### src/rtl/truncate.sv
// truncate: captures a wide source vector and copies its low MAX_L bits into
// the registered digest Y, one LANE_W-bit lane per clock, flagging completion.
module truncate #(
  parameter int WIDTH_IN = 1088,
  parameter int MAX_L    = 512,
  parameter int LANE_W   = 64
) (
  input  logic                clk,
  input  logic                reset,
  input  logic                truncate_start,
  input  logic [WIDTH_IN-1:0] Z,
  output logic [MAX_L-1:0]    Y,
  output logic                truncate_done
);

  localparam int NL    = MAX_L / LANE_W;
  localparam int IDX_W = (NL > 1) ? $clog2(NL) : 1;
  localparam logic [IDX_W-1:0] LAST_LANE = IDX_W'(NL - 1);

  localparam logic [1:0] IDLE = 2'd0;
  localparam logic [1:0] BUSY = 2'd1;
  localparam logic [1:0] DONE = 2'd2;

  // Reject illegal parameter combinations at elaboration time.
  if ((MAX_L > WIDTH_IN) || (LANE_W < 1) || ((MAX_L % LANE_W) != 0)) begin : g_bad_params
    $error("truncate: illegal WIDTH_IN/MAX_L/LANE_W combination");
  end

  logic [1:0]          state_r;
  logic [IDX_W-1:0]    lane_r;
  logic [WIDTH_IN-1:0] buf_r;
  logic [LANE_W-1:0]   lane_data_s;
  logic                last_lane_s;

  // The buffer bits above MAX_L are captured but deliberately never copied.
  if (WIDTH_IN > MAX_L) begin : g_upper
    logic unused_upper_s;
    assign unused_upper_s = ^buf_r[WIDTH_IN-1:MAX_L];
  end

  // Select the captured lane currently being copied and detect the final lane.
  always_comb begin
    lane_data_s = buf_r[lane_r*LANE_W +: LANE_W];
    last_lane_s = (lane_r == LAST_LANE);
  end

  // Control FSM, capture buffer and lane-by-lane copy into the digest register.
  always_ff @(posedge clk) begin
    if (reset) begin
      state_r       <= IDLE;
      lane_r        <= '0;
      buf_r         <= '0;
      Y             <= '0;
      truncate_done <= 1'b0;
    end else begin
      case (state_r)
        IDLE, DONE: begin
          if (truncate_start) begin
            buf_r         <= Z;
            Y             <= '0;
            truncate_done <= 1'b0;
            lane_r        <= '0;
            state_r       <= BUSY;
          end else begin
            state_r <= state_r;
          end
        end
        BUSY: begin
          // A start request here is intentionally ignored.
          Y[lane_r*LANE_W +: LANE_W] <= lane_data_s;
          if (last_lane_s) begin
            lane_r        <= '0;
            truncate_done <= 1'b1;
            state_r       <= DONE;
          end else begin
            lane_r <= lane_r + 1'b1;
          end
        end
        default: begin
          state_r       <= IDLE;
          lane_r        <= '0;
          Y             <= '0;
          truncate_done <= 1'b0;
        end
      endcase
    end
  end

endmodule

### config.mk
export PLATFORM = sky130hd
export DESIGN_NAME = truncate
export DESIGN_NICKNAME = d
export VERILOG_FILES = /design/src/rtl/truncate.sv
export SDC_FILE = /design/constraint.sdc
export NUM_CORES = 2
export LEC_CHECK = 0
export ABC_CLOCK_PERIOD_IN_PS = 4950
export CORE_AREA = 4 4 619 621
export CTS_BUF_LIST = sky130_fd_sc_hd__clkbuf_8
export CTS_CLUSTER_SIZE = 28
export DETAILED_ROUTE_END_ITERATION = 6
export DIE_AREA = 0 0 623 625
export SYNTH_ARGS = -nofsm -noshare
export SYNTH_HDL_FRONTEND = slang
export SYNTH_SLANG_ARGS = --single-unit
### constraint.sdc
create_clock -name clk -period 4.95 [get_ports clk]
set_clock_uncertainty 0.2 [all_clocks]
set_input_delay 0.99 -clock clk [delete_from_list [all_inputs] [get_ports clk]]
set_output_delay 0.99 -clock clk [all_outputs]
set_load 0.005 [all_outputs]
==> impl_metrics.json <==
{
  "status": "finished clean",
  "wirelength_um": 221000,
  "viasPerCell": 3.32,
  "powerDensity_nw_per_um2": 329,
  "setup_viol": 0,
  "clk_latency_ps": 1000,
  "path_buf_inv": 2,
  "grt_pass1_wl_um": 288000,
  "fp.dieH_um": 625,
  "die_x_um": 623,
  "drtIter0Drc": 2333,
  "start_kind": "flop",
  "critical_path_class": "flop to flop",
  "synth_area_leader_cell": "dfxtp_1",
  "syn_nets": 4925,
  "drv_cap": 0,
  "final_layout_size_suffix_gt1_share_pct": 11.9,
  "reg2reg_depth": 8,
  "numCtsBuffers": 188,
  "grt_start_max_net_pins": 157,
  "cp_slowest_cell": "nand2_4",
  "layout_commonest_cell": "nand2_1",
  "synth-seq-cells": 1029,
  "dieArea_um2": 389000,
  "cpMostUsedCell": "ha_1",
  "cts_sinks": 1029,
  "port_buffers": 1027,
  "post-cts-setup-buffers": 0,
  "mostFrequentLayoutCells": "nand2_1 (1,216), dfxtp_1 (1,027), clkdlybuf4s50_1 (1,026), a21oi_1 (515), o2bb2ai_1 (256)",
  "dr.pass1.iters": 6,
  "reg2reg_from": "lane_r[0]",
  "hold_buffers": 1,
  "synthTopCellsByArea": "dfxtp_1 (54%), nand2_1 (12%), mux4_2 (7.6%)",
  "slew_headroom_pct": 20.7,
  "tns_ps": 0,
  "cp.arrival_ps": 4200,
  "yosysUniqueCellTypes": 40,
  "slew_viol_final": 0,
  "hold_path.class": "flop to flop",
  "hold_viol": 0,
  "overflow": 0,
  "startpoint": "lane_r[0]",
  "worstPathCellList": "inv_2, ha_1, ha_1, and2b_1, and2_1, nand2_4, buf_4, o2bb2ai_1",
  "place_congestion": 0.806,
  "grt_pass1_vias": 31700,
  "ant_nets": 0,
  "fin_nets": 5894,
  "r2r_slack_ps": 1350,
  "clockBufferDepth": 4,
  "cts_max_level": 4,
  "tightest_slew_ps": 1190,
  "cp_max_fo": 47,
  "cts_resized": 0,
  "synth_area_um2": 38100,
  "syn_area_per_cell_um2": 9.95,
  "seq_area_frac_synth_pct": 54.1,
  "setup_slack_ps": 1350,
  "post_drt_wl_per_cell_um": 22.2,
  "period_share_pct": 72.8,
  "reg2reg_to": "Y[225]",
  "core_area_um2": 378000,
  "ir_drop_mv": 0.255,
  "cts_tree": "yes",
  "slowest_delay_ps": 610,
  "cpLargestDelayFamily": "simple AND/OR/NAND/NOR gates",
  "synth_top_cell_area_share_pct": 54.1,
  "num_vias": 33200,
  "rsz0062_at_grt": "false",
  "remaining_drc_errors": 0,
  "synth.yosys.warnings": 0,
  "hpwl_um": 172000,
  "pre_cts_ws_ps": 1050,
  "antenna_found_initial": 158,
  "required_ps": 5550,
  "start_util_pct": 10.1,
  "io_pins": 1604,
  "fmax_mhz": 278,
  "rows": 226,
  "path_clk_slew_ps": 60,
  "leakagePower_nw": 18.9,
  "finalPower_w": 0.0191,
  "cts_root_buffer": "clkbuf_8",
  "grt_usage_pct": 10.8,
  "crit_cells": 8,
  "netlist_instances": 3829,
  "end_kind": "flop",
  "hold-worst-slack_ps": 246,
  "area_delta_synth_final_pct": 52.2,
  "endpoint": "Y[225]",
  "finalCriticalPeriod_ps": 3600
}
-- report_power, final --
group          internal, W  switching, W  total, W
clock network      0.00440       0.00387   0.00826
logic             0.000851       0.00123   0.00208
registers          0.00855      0.000154   0.00870
total               0.0138       0.00525    0.0191
-- kinds of logic after synthesis --
logic type	after synthesis	share of synthesized area (%)
AOI/OAI and AO/OA	1040	18.3
adders and majority gates	5	0.164
buffers and inverters	313	3.56
and+or+nand+nor	1249	12.5
muxes	193	11.4
DFF	1029	54.1
-- sequential cells by signal, indices dropped and copies added (netlist names) --
name / count
Y: 512
state_r: 1
truncate_done: 1
lane_r: 3
buf_r: 512
-- synth_stat cells, drive strengths merged --
cell type,count
dfxtp,1029
inv,2
and2,1
o21ba,3
a311oi,3
nand3,4
o21a,1
o2bb2ai,256
and2b,1
buf,77
mux2,1
a2bb2o,64
nor3,3
nand2b,3
ha,5
nor2,11
nand2,1220
clkinv,1
a21oi,519
nor2b,2
mux2i,64
or2,1
clkbuf,233
o21ai,192
o32a,1
a22oi,1
nor4,1
nor4b,2
mux4,128
-- how the worst min path moves through the flow --
stage | slack, ps | cells past startpoint | startpoint | endpoint
6_report | 250 | 2 | Y[434] | Y[434]
5_1_grt | 190 | 3 | Z[501] | buf_r[501]
4_1_cts | 120 | 3 | Z[500] | buf_r[500]
3_5_place_dp | 240 | 2 | Y[388] | Y[388]
3_3_place_gp | 230 | 2 | Y[293] | Y[293]
2_1_floorplan | 230 | 2 | buf_r[128] | buf_r[128]
-- through the flow --
stage / instances / utilization, % / area (um2)
floorplan: 3829 / - / 38100
global route: 9959 / 15.3 / 57900
global placement: 9623 / 14.3 / 54200
CTS: 9941 / 15.3 / 57900
detailed placement: 9623 / 14.3 / 54200
finish: 9984 / 15.3 / 58000
-- final cells by class --
type                       instances  area [um2]
timing repair buffer            1089       11000
multi-input combinational       2487       16300
clock buffer                     227        3120
sequential                      1029       20600
clock inverter                    90         574
inverter                           3        18.8
tap                             5016        6280
antenna                           43         108
fill                           42800      320000
-- tightest hold or removal path: cells and delay by family, from the launching register on --
kind               cells  cell delay [ps]
AOI/OAI and AO/OA      1               50
and+or+nand+nor        1               50
DFF                    1              310
-- layer usage --
| layer | global-route usage [%] | up-vias | part of all wire [%] |
|---|---|---|---|
| li1 | - | 15300 | - |
| met1 | 13.2 | 16000 | 42 |
| met4 | 3.57 | 56 | 3.3 |
| met3 | 3.76 | 447 | 8.3 |
| met2 | 17.7 | 1363 | 46 |
| met5 | 0 | - | 0.16 |
(Power assumes the default switching activity.)
